## src/rtl/sqrt_arbiter.sv

```systemverilog
// Round-robin arbiter sharing one sqrt_fixed core between NUM_REQ requesters.
// Define SQRT_ARB_TIMEOUT_EN to add a WAIT-state watchdog and the timeout_err output.
module sqrt_arbiter #(
    parameter int NUM_REQ   = 4,
    parameter int IN_WIDTH  = 32,
    parameter int OUT_WIDTH = 16,
    parameter int IDX_WIDTH = 2,
    parameter int TIMEOUT   = 255
) (
    input  logic                         clk,
    input  logic                         reset,
    input  logic [NUM_REQ-1:0]           req,
    input  logic [NUM_REQ*IN_WIDTH-1:0]  req_data,
    output logic [NUM_REQ-1:0]           gnt,
    output logic [NUM_REQ-1:0]           done,
    output logic [OUT_WIDTH-1:0]         result,
    output logic                         busy,
    output logic                         sqrt_input_ready,
    output logic [IN_WIDTH-1:0]          sqrt_in,
    input  logic                         sqrt_flag_new_input,
    input  logic                         sqrt_output_ready,
    input  logic                         sqrt_in_use,
    input  logic [OUT_WIDTH-1:0]         sqrt_out
`ifdef SQRT_ARB_TIMEOUT_EN
    ,
    output logic                         timeout_err
`endif
);

    typedef enum logic [1:0] {IDLE, ISSUE, WAIT, DELIVER} state_t;

    if (NUM_REQ < 2 || NUM_REQ > 8 || (1 << IDX_WIDTH) < NUM_REQ ||
        TIMEOUT < 1 || TIMEOUT > 255) begin : gBadParams
        $error("sqrt_arbiter: illegal parameter combination");
    end

    state_t                 state_q;
    logic [NUM_REQ-1:0]     gnt_q;
    logic [NUM_REQ-1:0]     done_q;
    logic [OUT_WIDTH-1:0]   result_q;
    logic                   busy_q;
    logic                   inReady_q;
    logic [IN_WIDTH-1:0]    sqrtIn_q;
    logic [IDX_WIDTH-1:0]   rrPtr_q;
    logic [IDX_WIDTH-1:0]   owner_q;

    logic                   grantValid_d;
    logic [IDX_WIDTH-1:0]   grantIdx_d;

    logic [IN_WIDTH-1:0]    reqOperand [NUM_REQ];

`ifdef SQRT_ARB_TIMEOUT_EN
    localparam logic [7:0] WdLimit = 8'(TIMEOUT);
    logic [7:0]             wdCnt_q;
    logic                   timeoutErr_q;
    assign timeout_err = timeoutErr_q;
`endif

    for (genvar g = 0; g < NUM_REQ; g++) begin : gUnpack
        assign reqOperand[g] = req_data[g*IN_WIDTH +: IN_WIDTH];
    end

    // Scan downward so the candidate closest to the pointer is the last one written and wins.
    always_comb begin : pickBlk
        int c;
        logic [IDX_WIDTH-1:0] cIdx;
        grantValid_d = 1'b0;
        grantIdx_d   = '0;
        c            = 0;
        cIdx         = '0;
        for (int i = NUM_REQ - 1; i >= 0; i--) begin
            c = int'(rrPtr_q) + i;
            if (c >= NUM_REQ) begin
                c = c - NUM_REQ;
            end
            cIdx = IDX_WIDTH'(c);
            if (req[cIdx]) begin
                grantValid_d = 1'b1;
                grantIdx_d   = cIdx;
            end
        end
    end

    always_ff @(posedge clk) begin
        if (reset) begin
            state_q   <= IDLE;
            gnt_q     <= '0;
            done_q    <= '0;
            result_q  <= '0;
            busy_q    <= 1'b0;
            inReady_q <= 1'b0;
            sqrtIn_q  <= '0;
            rrPtr_q   <= '0;
            owner_q   <= '0;
`ifdef SQRT_ARB_TIMEOUT_EN
            wdCnt_q      <= '0;
            timeoutErr_q <= 1'b0;
`endif
        end else begin
            gnt_q  <= '0;
            done_q <= '0;
`ifdef SQRT_ARB_TIMEOUT_EN
            timeoutErr_q <= 1'b0;
`endif
            case (state_q)
                IDLE: begin
                    if (grantValid_d && !sqrt_in_use) begin
                        sqrtIn_q  <= reqOperand[grantIdx_d];
                        owner_q   <= grantIdx_d;
                        gnt_q     <= NUM_REQ'(1) << grantIdx_d;
                        inReady_q <= 1'b1;
                        state_q   <= ISSUE;
                    end
                end
                // A refused handshake drops input_ready and retries once the core frees up.
                ISSUE: begin
                    if (inReady_q) begin
                        inReady_q <= 1'b0;
                        if (sqrt_flag_new_input) begin
                            busy_q  <= 1'b1;
                            state_q <= WAIT;
`ifdef SQRT_ARB_TIMEOUT_EN
                            wdCnt_q <= '0;
`endif
                        end
                    end else if (!sqrt_in_use) begin
                        inReady_q <= 1'b1;
                    end
                end
                WAIT: begin
                    if (sqrt_output_ready) begin
                        result_q <= sqrt_out;
                        done_q   <= NUM_REQ'(1) << owner_q;
                        busy_q   <= 1'b0;
                        state_q  <= DELIVER;
                    end
`ifdef SQRT_ARB_TIMEOUT_EN
                    else if (wdCnt_q == WdLimit) begin
                        result_q     <= '1;
                        done_q       <= NUM_REQ'(1) << owner_q;
                        busy_q       <= 1'b0;
                        timeoutErr_q <= 1'b1;
                        state_q      <= DELIVER;
                    end else begin
                        wdCnt_q <= wdCnt_q + 8'd1;
                    end
`endif
                end
                DELIVER: begin
                    rrPtr_q <= (owner_q == IDX_WIDTH'(NUM_REQ - 1)) ? '0 : owner_q + 1'b1;
                    state_q <= IDLE;
                end
                default: state_q <= IDLE;
            endcase
        end
    end

    assign gnt              = gnt_q;
    assign done             = done_q;
    assign result           = result_q;
    assign busy             = busy_q;
    assign sqrt_input_ready = inReady_q;
    assign sqrt_in          = sqrtIn_q;

endmodule

```

## config.mk

```make
export PLATFORM = sky130hd
export DESIGN_NAME = sqrt_arbiter
export DESIGN_NICKNAME = d
export VERILOG_FILES = /design/src/rtl/sqrt_arbiter.sv
export SDC_FILE = /design/constraint.sdc
export NUM_CORES = 1
export LEC_CHECK = 0
export CORE_MARGIN = 1
export CORE_UTILIZATION = 32
export DETAILED_ROUTE_END_ITERATION = 10
export PLACE_DENSITY = 0.76
export SLEW_MARGIN = 15
export SYNTH_ARGS = -nofsm -noshare
export SYNTH_HDL_FRONTEND = slang
export SYNTH_SLANG_ARGS = --single-unit
```

## constraint.sdc

```tcl
create_clock -name clk -period 2.1 [get_ports clk]
set_clock_uncertainty 0.2 [all_clocks]
set_input_delay 0.21 -clock clk [delete_from_list [all_inputs] [get_ports clk]]
set_output_delay 0.21 -clock clk [all_outputs]
set_load 0.01 [all_outputs]
```

==> results of run 1 <==
==> worst max-delay path by stage <==
stage | start | end | slack (ns)
after floorplan | state_q[0]$_SDFFE_PP0P_ | sqrt_in[13]$_SDFFE_PP0P_ | 0.08
after global placement | req[0] | sqrt_in[30]$_SDFFE_PP0P_ | -0.18
after detailed placement | req[0] | sqrt_in[30]$_SDFFE_PP0P_ | -0.23
after CTS | rrPtr_q[1]$_SDFFE_PP0N_ | sqrt_in[30]$_SDFFE_PP0P_ | 0.04
after global routing | state_q[0]$_SDFFE_PP0P_ | sqrt_in[22]$_SDFFE_PP0P_ | 0.01
final | rrPtr_q[1]$_SDFFE_PP0N_ | sqrt_in[30]$_SDFFE_PP0P_ | 0.12
==> cells by family after synthesis <==
kind of cell / count (synthesis) / synth area share
multiplexers: 70 / 0.224
buffers and inverters: 29 / 0.0477
flip-flops: 64 / 0.410
AND/OR/NAND/NOR: 98 / 0.133
AO/OA/AOI/OAI: 60 / 0.161
adder cells (fa/ha/maj): 6 / 0.0240
==> through the flow <==
step / hold WS, ns / setup WS [ns] / instance area [um2] / total power [mW] / cells
after detailed placement: 0.246 / -0.226 / 5450 / 3.27 / 659
after global routing: 0.206 / 0.0111 / 5660 / 4.59 / 675
after floorplan: 0.146 / 0.0802 / 3120 / 2.38 / 327
after CTS: 0.208 / 0.0449 / 5650 / 4.36 / 675
after global placement: 0.241 / -0.175 / 5450 / 3.23 / 659
final: 0.229 / 0.117 / 5660 / 4.32 / 675
==> placed cells by master (no fill, tap or decap), drive strengths merged, types with 5 or more instances in the layout <==
cell,Yosys,final
inv,5,5
a21oi,20,20
mux2i,70,70
clkbuf,11,13
nand2,69,69
o221ai,32,32
clkdlybuf4s50,0,210
dfxtp,64,64
buf,13,17
ha,6,6
nor2,16,16
==> worst register-to-register path, delay by kind of cell (launching register included) <==
kind / cells / cell delay (ns)
flip-flops: 1 / 0.39
AND/OR/NAND/NOR: 2 / 0.21
AO/OA/AOI/OAI: 2 / 0.53
multiplexers: 1 / 0.20
buffers and inverters: 2 / 0.39
==> final cells by class <==
class                      instances  area (um2)
timing repair buffer             227        2280
fill                             806        3670
sequential                        64        1280
clock inverter                     3        40.0
multi-input combinational        234        1720
tap                              129         161
clock buffer                      13         159
inverter                           5        18.8
==> per-layer routing <==
layer / vias up / GRT usage / wire (um)
met5: - / 0 / 0
met4: 0 / 0.0569 / 129
met3: 11 / 0.0881 / 1080
met2: 137 / 0.366 / 5270
met1: 1494 / 0.214 / 4100
li1: 1613 / - / -
==> synthesized netlist by cell type, drive strengths merged, types with 2 or more instances <==
cell and instances:
ha 6, a311oi 2, nand2b 2, nand2 69, dfxtp 64, inv 5, a21oi 20, nor4b 2
a211oi 2, nor4 2, buf 13, o21ai 2, o221ai 32, nor2 16, clkbuf 11, mux2i 70
==> sequential cells by signal (all words and copies together) (netlist names) <==
| name | count |
|---|---|
| busy | 1 |
| done | 4 |
| gnt | 4 |
| owner_q | 2 |
| result | 16 |
| rrPtr_q | 2 |
| sqrt_in | 32 |
| sqrt_input_ready | 1 |
| state_q | 2 |
==> power groups by stage <==
stage	registers (mW)	clock network, mW	logic, mW
after floorplan	1.67	0	0.708
after global placement	1.58	0	1.65
after detailed placement	1.59	0	1.68
after CTS	1.56	1.11	1.69
after global routing	1.59	1.17	1.82
final	1.56	1.07	1.69
==> impl_results.md, run 1 <==
* Status: finished, final reports clean
* Synth top area share at 0.410
* Leading post-synthesis cells by cell area: dfxtp_1 41%, mux2i_1 22%, nand2_1 8.3%
* Cells along the critical path: mux2i_1 > nor2_1 > a311oi_2 > buf_4 > nand3b_1 > buf_12 > o221ai_1
* Crit path launch type: register
* R2R Path Start: rrPtr_q[1]$_SDFFE_PP0N_
* WS Path Type: reg -> reg
* Reg-to-reg slack, setup at 0.12 ns
* WP data arrival at 2.03 ns
* DR WL/cell at 15.7 um
* Post-CTS Hold Buffers at 0
* Largest net degree at the start of global routing at 30
* Pre-antenna DRT Iters at 4
* Kind of end point of the critical path: register
* Worst r2r path cells at 7
* Seq pwr share at 0.361
* Worst skew pair latency at 0.33 ns
* Tightest Pin Transition at 0.598 ns
* Iter 0 DRT Violations at 68
* Synth Instances at 327
* Yosys warns at 0
* Post-CTS setup buffer count at 0
* Final Hold Vio Count at 0
* Worst path slowest cell: dfxtp_1
* Die X at 101 um
* Count of cell types in the netlist at 28
* Sw Ratio at 0.304
* Clock root buffer: clkbuf_8
* Worst-path maximum fanout at 27
* Hold path endpoint: result[11]$_SDFFE_PP0P_
* Vias in the first global route at 3211
* CTS tree: built
* Core area at 0.00933 mm2
* Tmin final at 1.98 ns
* IO Port Bufs at 210
* Synth Register Bits at 64
* Fin. max-slew vios at 0
* EDFF count, synth at 0
* Worst R2R End: sqrt_in[30]$_SDFFE_PP0P_
* Routability Congestion at 0.764
* Setup tns final at 0 ns
* Area leader, netlist: dfxtp_1
* Unrepaired setup endpoints after global routing: false
* Power share of the clock group at 0.249
* Post-synth net total at 486
* Syn avg cell area at 9.55 um2
* Max-cap viol count at 0
* ANT nets after route at 0
* Fraction of the yosys area taken by sequential cells at 0.410
* Clk buf depth at 2
* Min-delay src: sqrt_out[11]
* Reported net switching power at 1.31 mW
* Hold Path Stages at 3
* Post-cts gate resize count at 0
* # setup viols final at 0
* Via count at 3255
* Die Y at 101 um
* Initial Util at 0.335
* Slowest stage delay, CP at 0.39 ns
* Drc violations at 0
* WP data required at 2.15 ns
* Worst path depth at 7
* Post-DP HPWL at 8280 um
* CTS Buf Count at 9
* Post-layout util at 0.607
* Worst min path class: in -> reg
* Layout cells sized above 1 at 0.0861
* Async set-reset flop share out of synthesis at 0
* Cell family with most CP delay: compound AO/OA/AOI/OAI gates
* Clk sinks at 64
* Period utilization at 0.944
* Buf/Inv on CP at 2
* Commonest register cell after synthesis: dfxtp_1
* Maximum vdd drop at 486 uV
* Die Area at 0.0102 mm2
* Via density at 4.82
* Power Density at 763 mW/mm2
* First-pass GRT wire length at 15900 um
* CTS H-tree depth at 3
* Highest clock rate at 504 MHz
* Total GRT Usage at 0.203
* Slew HR at 0.600
* # diodes at 0
* Area grow syn2layout at 81.1%
* Grt ovf at 0
* Internal Power at 3.01 mW
* Final Net Count at 700
* Proportion of power drawn by combinational gates at 0.390
* Initial antenna violation count at 0
* Static Leak at 2.05 nW
* Reg clk slew, reported paths at 0.07 ns
* Syn Std Cell Area at 0.00312 mm2
* WL final at 10600 um
* Row cnt at 35
* IO Count at 211
Power figures use the tool's default switching activity.
==> run 2, diff against run 1 <==
Settings changed: CORE_ASPECT_RATIO set to 0.5, CTS_CLUSTER_SIZE set to 16, TNS_END_PERCENT set to 1.
==> run 2 against run 1 <==
Sequential share of layout area fell by 0.75 points; die area rose by 0.23%; count of clock-buffer cells in the layout did not move; global-route usage fell by 1.3 points; sequential power barely moved; final cell count rose by 1.6%; first-iteration DRC count fell by 4.4%; combinational power rose by 3%; largest cell class unchanged.
==> impl_results.md, run 2 (same netlist as run 1, synthesis figures left out) <==
* Status: finished, final reports clean
* CTS tree: built
* Post-CTS setup buffer count at 0
* Row cnt at 25
* Area grow syn2layout at 87.3%
* Power Density at 836 mW/mm2
* Routability Congestion at 0.815
* Tmin final at 1.97 ns
* Pre-antenna DRT Iters at 4
* Crit path launch type: register
* Placed Cells at 670
* # setup viols final at 0
* Post-DP HPWL at 7630 um
* Static Leak at 2.13 nW
* Clock root buffer: clkbuf_16
* CTS H-tree depth at 3
* Final Instance Count excl. Fillers at 686
* Maximum vdd drop at 532 uV
* Vias in the first global route at 3131
* Leading cell types in the layout, fill and taps excluded: 210 x clkdlybuf4s50_1, 70 x mux2i_1, 69 x nand2_1, 64 x dfxtp_1, 22 x o221ai_1
* Kind of end point of the critical path: register
* Initial antenna violation count at 0
* Slew HR at 0.598
* Clk sinks at 64
* Worst skew pair latency at 0.33 ns
* WP data required at 2.14 ns
* Fin. max-slew vios at 0
* First-pass GRT wire length at 15000 um
* Post-CTS Hold Buffers at 0
* Period utilization at 0.938
* Core area at 0.00945 mm2
* Layout cells sized above 1 at 0.0907
* WS Path Type: reg -> reg
* Iter 0 DRT Violations at 65
* Reg clk slew, reported paths at 0.05 ns
* WP data arrival at 2.01 ns
* Unrepaired setup endpoints after global routing: true
* Max-cap viol count at 0
* IO Count at 211
* Grt ovf at 0
* Drc violations at 0
* Tightest Pin Transition at 0.603 ns
* Initial Util at 0.331
* Largest register FFs at 32
* WL final at 9830 um
* Via density at 4.77
* Largest net degree at the start of global routing at 33
* Die Y at 71.9 um
* Clk buf depth at 2
* Final Hold Vio Count at 0
* Most common cell after layout, fill and taps aside: clkdlybuf4s50_1
* Worst min path class: in -> reg
* Via count at 3273
* # diodes at 0
* DR WL/cell at 14.3 um
* CTS Buf Count at 9
* Die Area at 0.0102 mm2
* ANT nets after route at 0
* Worst-path maximum fanout at 18
* Final Total Pwr at 4.89 mW
* Highest clock rate at 508 MHz
* Setup tns final at 0 ns
* Total GRT Usage at 0.190
* IO Port Bufs at 210
* Min setup slack post-route at 0.131 ns
* Die X at 142 um
* Final Net Count at 705
* Dpl ws at -0.207 ns
-- run 2: metal layers --
metal,up-vias,share of wire,track usage
met5,-,0,0
met4,0,0.015,0.0717
met3,13,0.051,0.0555
met2,73,0.52,0.349
met1,1554,0.41,0.210
li1,1633,-,-
-- run 2: path summary, 6_finish.rpt --
kind,end,slack [ns],cells after the start,from
min reg2reg,result[9]$_SDFFE_PP0P_,0.25,2,result[9]$_SDFFE_PP0P_
min,result[3]$_SDFFE_PP0P_,0.23,3,sqrt_out[3]
max reg2reg,sqrt_in[0]$_SDFFE_PP0P_,0.13,6,state_q[0]$_SDFFE_PP0P_
max,sqrt_in[0]$_SDFFE_PP0P_,0.13,6,state_q[0]$_SDFFE_PP0P_
-- run 2: cell type report --
class,count,area [um2]
Tap cell,135,169
Fill cell,793,3600
Timing Repair Buffer,232,2350
Sequential cell,64,1280
Clock inverter,3,65.1
Multi-Input combinational cell,234,1710
Inverter,5,18.8
Clock buffer,13,250
-- run 2: timing repair --
action,CTS,global route
gates resized for setup,0,2
setup endpoints to repair,0,32
hold endpoints to repair,0,0
-- run 2: worst max-delay path, cell delays in order (launching register included) --
cell	delay, ns
dfxtp_1	0.32
inv_1	0.12
ha_2	0.23
nor3b_2	0.20
or3b_4	0.44
buf_12	0.17
o221ai_1	0.20
-- run 2: report_power, final --
group / internal (mW) / total [mW] / leakage, nW / switching (mW)
sequential: 1.44 / 1.56 / 0.522 / 0.122
clock: 1.07 / 1.59 / 0.154 / 0.516
combinational: 1.00 / 1.74 / 1.46 / 0.741
total: 3.51 / 4.89 / 2.13 / 1.38
-- run 2: metrics by stage --
step / hold slack, ns / instance area (um2) / utilization
3_3_place_gp: 0.241 / 5530 / 0.585
5_1_grt: 0.239 / 5850 / 0.619
3_5_place_dp: 0.249 / 5530 / 0.585
6_report: 0.228 / 5850 / 0.619
4_1_cts: 0.216 / 5850 / 0.619
2_1_floorplan: 0.146 / 3120 / -
